File: src/rtl/xbar_prio_ctrl.sv
// ---------------------------------------------------------------------------
// xbar_prio_ctrl
//
// External priority controller for a full crossbar running with ExtPrio=1.
// It observes the master-side request/target/grant handshakes and keeps one
// registered priority pointer per target port. The crossbar uses these
// pointers as its rr_i input.
//
// Policy per target:
//   - The pointer advances round-robin past the requestor that was granted.
//   - A starving requestor (optional, gated by en_i) takes priority at its
//     target. A requestor starves after StarveThresh consecutive stalled
//     cycles.
//
// Ports:
//   clk_i     : clock
//   rst_i     : synchronous, active-high reset
//   en_i      : starvation boost enable (counters run regardless)
//   req_i     : per-requestor request (same net as crossbar req_i)
//   add_i     : per-requestor target index
//   gnt_i     : per-requestor grant (crossbar gnt_o)
//   rr_o      : per-target highest-priority requestor index, registered
//   starve_o  : per-requestor starving flag, decoded from registered counters
// ---------------------------------------------------------------------------
module xbar_prio_ctrl #(
    parameter int unsigned NumIn        = 4,
    parameter int unsigned NumOut       = 4,
    parameter int unsigned StarveThresh = 8,
    parameter int unsigned CntWidth     = $clog2(StarveThresh + 1)
) (
    input  logic                                     clk_i,
    input  logic                                     rst_i,
    input  logic                                     en_i,
    input  logic [NumIn-1:0]                         req_i,
    input  logic [NumIn-1:0][$clog2(NumOut)-1:0]     add_i,
    input  logic [NumIn-1:0]                         gnt_i,
    output logic [NumOut-1:0][$clog2(NumIn)-1:0]     rr_o,
    output logic [NumIn-1:0]                         starve_o
);

    localparam int unsigned IdxW = $clog2(NumIn);
    localparam int          NIn  = int'(NumIn);
    localparam int          NOut = int'(NumOut);
    localparam logic [CntWidth-1:0] Thresh = CntWidth'(StarveThresh);

    logic [NumIn-1:0][CntWidth-1:0] wait_cnt_q, wait_cnt_d;
    logic [NumOut-1:0][IdxW-1:0]    ptr_q, ptr_d;

    // Starvation is decoded purely from the registered counters.
    always_comb begin
        starve_o = '0;
        for (int j = 0; j < NIn; j++) begin
            starve_o[j] = (wait_cnt_q[j] == Thresh);
        end
    end

    // Wait counters: cleared on withdrawal or grant, saturating otherwise.
    // An out-of-range target still counts here.
    always_comb begin
        wait_cnt_d = wait_cnt_q;
        for (int j = 0; j < NIn; j++) begin
            if (!req_i[j] || gnt_i[j]) begin
                wait_cnt_d[j] = '0;
            end else if (wait_cnt_q[j] != Thresh) begin
                wait_cnt_d[j] = wait_cnt_q[j] + CntWidth'(1);
            end
        end
    end

    // Per-target pointer: boost beats advance, and advance beats hold.
    // Ascending scans keep the first hit, so the lowest index wins.
    always_comb begin
        logic boost_hit;
        logic adv_hit;
        ptr_d = ptr_q;
        for (int k = 0; k < NOut; k++) begin
            boost_hit = 1'b0;
            adv_hit   = 1'b0;
            for (int j = 0; j < NIn; j++) begin
                if (!boost_hit && en_i && starve_o[j] && req_i[j] && !gnt_i[j]
                    && (int'(add_i[j]) == k)) begin
                    boost_hit = 1'b1;
                    ptr_d[k]  = IdxW'(j);
                end
            end
            if (!boost_hit) begin
                for (int j = 0; j < NIn; j++) begin
                    if (!adv_hit && req_i[j] && gnt_i[j] && (int'(add_i[j]) == k)) begin
                        adv_hit  = 1'b1;
                        ptr_d[k] = IdxW'((j + 1) % NIn);
                    end
                end
            end
        end
    end

    always_ff @(posedge clk_i) begin
        if (rst_i) begin
            wait_cnt_q <= '0;
            ptr_q      <= '0;
        end else begin
            wait_cnt_q <= wait_cnt_d;
            ptr_q      <= ptr_d;
        end
    end

    assign rr_o = ptr_q;

`ifndef SYNTHESIS
    always_ff @(posedge clk_i) begin
        assert (NumIn >= 2) else $error("xbar_prio_ctrl: NumIn must be >= 2");
        assert (NumOut >= 2) else $error("xbar_prio_ctrl: NumOut must be >= 2");
        assert (StarveThresh >= 1) else $error("xbar_prio_ctrl: StarveThresh must be >= 1");
        if (!rst_i) begin
            assert ((gnt_i & ~req_i) == '0)
                else $error("xbar_prio_ctrl: grant without request");
        end
    end
`endif

endmodule

File: config.mk
export PLATFORM = sky130hd
export DESIGN_NAME = xbar_prio_ctrl
export DESIGN_NICKNAME = d
export VERILOG_FILES = /design/src/rtl/xbar_prio_ctrl.sv
export SDC_FILE = /design/constraint.sdc
export NUM_CORES = 1
export LEC_CHECK = 0
export BUFFER_PORTS_ARGS = -buffer_cell sky130_fd_sc_hd__buf_4
export CAP_MARGIN = 0
export CORE_AREA = 4 4 49 83
export DETAILED_ROUTE_END_ITERATION = 10
export DIE_AREA = 0 0 53 87
export PLACE_DENSITY = 0.74
export SYNTH_ARGS = -nofsm -noshare
export SYNTH_HDL_FRONTEND = slang
export SYNTH_SLANG_ARGS = --single-unit
File: constraint.sdc
create_clock -name clk_i -period 1.6 [get_ports clk_i]
set_input_delay 0.08 -clock clk_i [delete_from_list [all_inputs] [get_ports clk_i]]
set_output_delay 0.08 -clock clk_i [all_outputs]
set_load 0.01 [all_outputs]
# Word level (Yosys, flattened, before mapping)
# Cells that the tools add are included.
dict set report totals {
  latch_bits 0
  ram_bits 0
  rom_bits 0
  output_inout_bits 12
  mem_count 0
  regBits 24
  in_bits 19
  elab_cells 260
}
dict set report classes {
  n_mux 76
  multipliers 0
  reduce_logical 152
  shift 0
  div_mod_pow 0
  order_cmp 0
  add_sub_neg 4
  eq_ne 20
  bitwise 0
}
# op n
set op_table {}
lappend op_table {{logical AND 1 bit} 108}
lappend op_table {{2-to-1 mux 2 bit} 36}
lappend op_table {{2-to-1 mux 1 bit} 40}
lappend op_table {{logical NOT 1 bit} 32}
lappend op_table {{adder 4 x 1 -> 4 bit, second input constant} 4}
lappend op_table {{== test 2 bit, second input constant} 8}
lappend op_table {{== test 4 bit, second input constant} 4}
lappend op_table {{!= test 4 bit, second input constant} 4}
lappend op_table {{== test 2 x 1 -> 1 bit, second input constant} 4}
lappend op_table {{logical NOT 2 bit} 4}
lappend op_table {{OR reduction 2 bit} 4}
lappend op_table {{logical OR 1 bit} 4}

# Logic depth before layout (Yosys ltp)
dict set report depth {
  ltp_word 46
  mapped_depth 7
}

# Least setup slack after synthesis
# No wires, ideal clock.
dict set report synth_path {
  path_kind {register to register}
  from {reg wait_cnt_q[0] in the netlist's numbering}
  to {reg ptr_q, in the netlist rr_o[4]}
  required_ps 1474
  t_arrival_ps 1445
  synth_period_minus_slack_ps 1571
  path_buffers 1
  path_stages_with_launch 8
  slack_ps 29
  path_cell_list {dfxtp_1 inv_1 ha_1 and3b_1 buf_6 and4_4 o41ai_1 a21oi_1}
}
dict set report synth_between {
  elab_chain_len 32
  elab_cells_between_ends 36
  classes_between {eq/ne (1); mux (13); reduce/logical (22)}
}
# element line_no
set synth_rtl {}
lappend synth_rtl {{from (decl)} 46} ;# logic [NumIn-1:0][CntWidth-1:0] wait_cnt_q, wait_cnt_d;
lappend synth_rtl {{from (signal assigned)} 102} ;# wait_cnt_q <= wait_cnt_d;
lappend synth_rtl {{== test 4 bit (*)} 53} ;# starve_o[j] = (wait_cnt_q[j] == Thresh);
lappend synth_rtl {{net starve_o[0]} 38} ;# output logic [NumIn-1:0] starve_o
lappend synth_rtl {{logical AND 1 bit (*) (3 in a row)} 80} ;# if (!boost_hit && en_i && starve_o[j] && req_i[j] && !gnt_i[j]
lappend synth_rtl {{logical AND 1 bit (*)} 81} ;# && (int'(add_i[j]) == k)) begin
lappend synth_rtl {{2-to-1 mux 1 bit} 80}
lappend synth_rtl {{logical NOT 1 bit} 80}
lappend synth_rtl {{logical AND 1 bit (4 in a row)} 80}
lappend synth_rtl {{logical AND 1 bit} 81}
lappend synth_rtl {{[6 not listed]} --}
lappend synth_rtl {{logical AND 1 bit} 81}
lappend synth_rtl {{2-to-1 mux 1 bit} 80}
lappend synth_rtl {{logical NOT 1 bit} 80}
lappend synth_rtl {{logical AND 1 bit (4 in a row)} 80}
lappend synth_rtl {{logical AND 1 bit} 81}
lappend synth_rtl {{2-to-1 mux 2 bit} 80}
lappend synth_rtl {{2-to-1 mux 2 bit (4 in a row)} 88} ;# if (!adv_hit && req_i[j] && gnt_i[j] && (int'(add_i[j]) == k)) begin
lappend synth_rtl {{2-to-1 mux 2 bit (*)} 86} ;# if (!boost_hit) begin
lappend synth_rtl {{to (signal assigned)} 103} ;# ptr_q <= ptr_d;
lappend synth_rtl {{to (decl)} 47} ;# logic [NumOut-1:0][IdxW-1:0] ptr_q, ptr_d;
# The timed path passes the listed nets; every way through them passes the cells marked *.
# A chain may end at the register's enable or synchronous reset.

# Worst setup path in the final report
dict set report layout_path {
  from {reg wait_cnt_q[0] in the netlist's numbering}
  to {reg ptr_q, in the netlist rr_o[4]}
}
dict set report layout_between {
  elab_chain_len 32
  elab_cells_between_ends 36
  classes_between {eq/ne (1); mux (13); reduce/logical (22)}
}
# element line_no
set layout_rtl {}
lappend layout_rtl {{== test 4 bit (*)} 53}
lappend layout_rtl {{logical AND 1 bit (*) (3 in a row)} 80}
lappend layout_rtl {{logical AND 1 bit (*)} 81}
lappend layout_rtl {{2-to-1 mux 1 bit} 80}
lappend layout_rtl {{logical NOT 1 bit} 80}
lappend layout_rtl {{logical AND 1 bit (4 in a row)} 80}
lappend layout_rtl {{logical AND 1 bit} 81}
lappend layout_rtl {{2-to-1 mux 1 bit} 80}
lappend layout_rtl {{[5 not listed]} --}
lappend layout_rtl {{logical AND 1 bit} 81}
lappend layout_rtl {{2-to-1 mux 1 bit} 80}
lappend layout_rtl {{logical NOT 1 bit} 80}
lappend layout_rtl {{logical AND 1 bit (4 in a row)} 80}
lappend layout_rtl {{logical AND 1 bit} 81}
lappend layout_rtl {{2-to-1 mux 2 bit} 80}
lappend layout_rtl {{2-to-1 mux 2 bit (4 in a row)} 88}
lappend layout_rtl {{2-to-1 mux 2 bit (*)} 86}
# Every way passes the cells marked *; elsewhere a longest branch is shown, timed or not.

==> results.py <==
metrics = {
    "place": {
        "post_dp_cell_area_sq_um": 1910,
        "portBuffers": 30,
        "dp_hpwl_microns": 3210,
        "place_congestion": 0.861,
    },
    "final_layout": {
        "finish.net_count": 251,
        "syn2layout_area_growth_pct": 22.6,
        "final_util_pct": 58.3,
        "multiInputGateArea_sq_um": 1070,
        "fillers": 336,
        "fin_area_sq_um": 1980,
        "diodes": 0,
        "ff_latch_area_sq_um": 484,
        "final_layout_size_suffix_gt1_share_pct": 25.1,
    },
    "pwr": {
        "power.total_w": 0.00125,
        "internal_power_w": 0.000936,
        "p_clk_share_pct": 33.5,
        "power_frac_seq_pct": 49.8,
        "comb_power_share_pct": 16.7,
        "p_sw_w": 0.000318,
        "powerDensity_nw_per_um2": 633,
        "cellLeakagePower_nw": 0.808,
        "ir_worst_vdd_mv": 0.558,
        "p_sw_share_pct": 25.4,
    },
    "synth": {
        "synth_common_cells": "dfxtp_1 (24), nor2_1 (14), nand2_1 (13)",
        "ys_types": 53,
        "syn_nets": 215,
        "synth_seq_area_share_pct": 29.7,
        "synth_ff_type": "dfxtp_1",
        "syn_area_per_cell_sq_um": 8.59,
        "synth_top_cell_area_share_pct": 29.7,
        "yosys.area.top_type": "dfxtp_1",
        "yosysMostFrequentCell": "dfxtp_1",
        "synth_area_leaders": "dfxtp_1 (30%), ha_1 (6.2%), xnor2_1 (4.3%)",
        "synth_area_sq_um": 1620,
        "synthArstFlopShare_pct": 0,
        "ys_ff_latch": 24,
        "synth_edf_count": 0,
        "netlist_instances": 188,
        "yosysWarnings": 0,
    },
    "critical_path": {
        "critical_path_class": "reg2reg",
        "cp_max_fo": 5,
        "cp_slowest_stage_delay_ns": 0.34,
        "crit_chain": "inv_1 > ha_1 > and3b_1 > and4_4 > o41ai_2 > a21oi_1",
        "critPathBufInv": 1,
        "cpMaxStageDelayCell": "dfxtp_2",
        "crit_arrival_ns": 1.70,
        "path_delay_family": "compound AO/OA/AOI/OAI gates",
        "cp-end-kind": "flip-flop",
        "required_ns": 1.76,
        "cp-start-kind": "flip-flop",
    },
    "floorplanning": {
        "die_y_microns": 87,
        "rows": 28,
        "start_util_pct": 47.5,
        "die_x_microns": 53,
        "core_region_area_sq_um": 3400,
        "io_pins": 31,
        "dieArea_sq_um": 4610,
    },
    "cts": {
        "h-tree-depth": 1,
        "path_clk_slew_ns": 0.09,
        "cts_root_buf": "clkbuf_8",
        "clkLatencyLatePin_ns": 0.27,
        "cts_max_path_buffers": 2,
        "post-cts-setup-buffers": 0,
        "cts_resized": 0,
        "cts_hold_buf": 0,
        "numCtsBuffers": 3,
        "clock-sinks": 24,
        "cts_tree": "built",
    },
    "timing": {
        "fmax_mhz": 646,
        "setup_viol": 0,
        "relSlewSlack_pct": 77.0,
        "fin_crit_sh_pct": 96.7,
        "skew_ns": 0.00847,
        "hold_violations": 0,
        "setup_tns_ns": 0,
        "drv_slew": 0,
        "rsz0062_at_grt": "true",
        "tightest_slew_ns": 0.342,
        "layout_min_cycle_time_ns": 1.55,
    },
    "global_routing": {
        "grt_pass1_wl_microns": 6370,
        "grt_pass1_vias": 1480,
        "antenna_found_initial": 0,
        "grt_usage_pct": 18.4,
        "grt-ovfl-total": 0,
        "grt_max_degree": 14,
    },
    "route": {
        "totalWireLength_microns": 3960,
        "drt_first_iter_violations": 40,
        "drc_errors": 0,
        "postRouteAntennaNets": 0,
        "vias": 1541,
        "drt-wirelength-per-cell_microns": 14.8,
        "dr.pass1.iters": 4,
        "avgViaCountPerCell": 5.75,
    },
    "outcome": {
        "outcome": "finished, final reports clean",
    },
    "job": {
        "max_cap_viol_count": 0,
    },
    "hold_path": {
        "min_path_type": "in2reg",
    },
}
-- metrics by stage --
step / cells / hold slack [ns] / setup WS (ns)
after floorplan: 188 / 0.241 / 0.0291
after CTS: 268 / 0.136 / 0.0238
after global placement: 264 / 0.427 / 0.0494
final: 268 / 0.141 / 0.0522
after detailed placement: 264 / 0.436 / 0.0341
after global routing: 268 / 0.148 / -0.0285
-- path summary, 6_finish.rpt --
kind | start | to | slack, ns | cells past startpoint
max reg2reg | wait_cnt_q[0] | rr_o[4] | 0.05 | 6
max | wait_cnt_q[0] | rr_o[4] | 0.05 | 6
min reg2reg | wait_cnt_q[13] | wait_cnt_q[13] | 0.48 | 2
min | add_i[2] | rr_o[6] | 0.14 | 3
-- cells in the final DEF, fill, tap and decap left out, types with 2 or more instances in the layout --
| master | count |
|---|---|
| o31a_1 | 2 |
| a31oi_1 | 5 |
| nor2b_1 | 7 |
| nor4bb_1 | 2 |
| dfxtp_1 | 21 |
| clkbuf_8 | 4 |
| a21oi_1 | 8 |
| nor4_1 | 2 |
| mux2i_1 | 2 |
| o211a_1 | 2 |
| o31ai_1 | 2 |
| a32oi_1 | 2 |
| or3b_2 | 3 |
| ha_1 | 7 |
| and3b_1 | 3 |
| and3_1 | 4 |
| nand2b_1 | 4 |
| a41oi_1 | 3 |
| nand3_1 | 7 |
| nor2_1 | 14 |
| nor3_1 | 9 |
| buf_4 | 36 |
| nand4b_1 | 4 |
| nand4_1 | 2 |
| xnor2_1 | 8 |
| dfxtp_2 | 3 |
| and4b_1 | 4 |
| nand2_1 | 13 |
| o311a_1 | 2 |
| inv_1 | 11 |
| xor2_1 | 4 |
-- final cells by class --
class | count | share of cell area (%)
Multi-Input combinational cell | 147 | 54.0
Clock buffer | 4 | 2.78
Inverter | 12 | 2.27
Sequential cell | 24 | 24.4
Tap cell | 45 | 2.84
Timing Repair Buffer | 36 | 13.6
-- cells by family (layout without fill, tap and decap cells) --
group | after synthesis | in the layout | share of synthesized area [%]
fa+ha+maj | 8 | 8 | 6.20
mux | 2 | 2 | 1.24
simple gates | 91 | 91 | 35.8
compound gates | 34 | 34 | 15.9
flops | 24 | 24 | 29.7
buf+inv | 17 | 52 | 4.65
xor+xnor | 12 | 12 | 6.51
-- tightest hold or removal path, cell delays in order --
cell	delay (ns)
buf_4	0.13
nand3_1	0.10
a21boi_1	0.06
-- state kept, by name, indices dropped and copies added, names as in the netlist --
register,count
rr_o,8
wait_cnt_q,16
-- per-layer routing --
metal	up-vias	global-route usage (%)	wire length [microns]
met3	15	2.40	201
li1	766	-	-
met2	50	33.4	2100
met5	-	0	0
met1	710	19.1	1510
met4	0	10.9	147
-- power by group through the flow --
stage                     registers [W]  logic, W  clock network, W
after floorplan                0.000642  0.000102                 0
after global placement         0.000638  0.000204                 0
after detailed placement       0.000638  0.000205                 0
after CTS                      0.000624  0.000207          0.000434
after global routing           0.000628  0.000229          0.000457
final                          0.000625  0.000209          0.000420
Power figures use the tool's default switching activity.
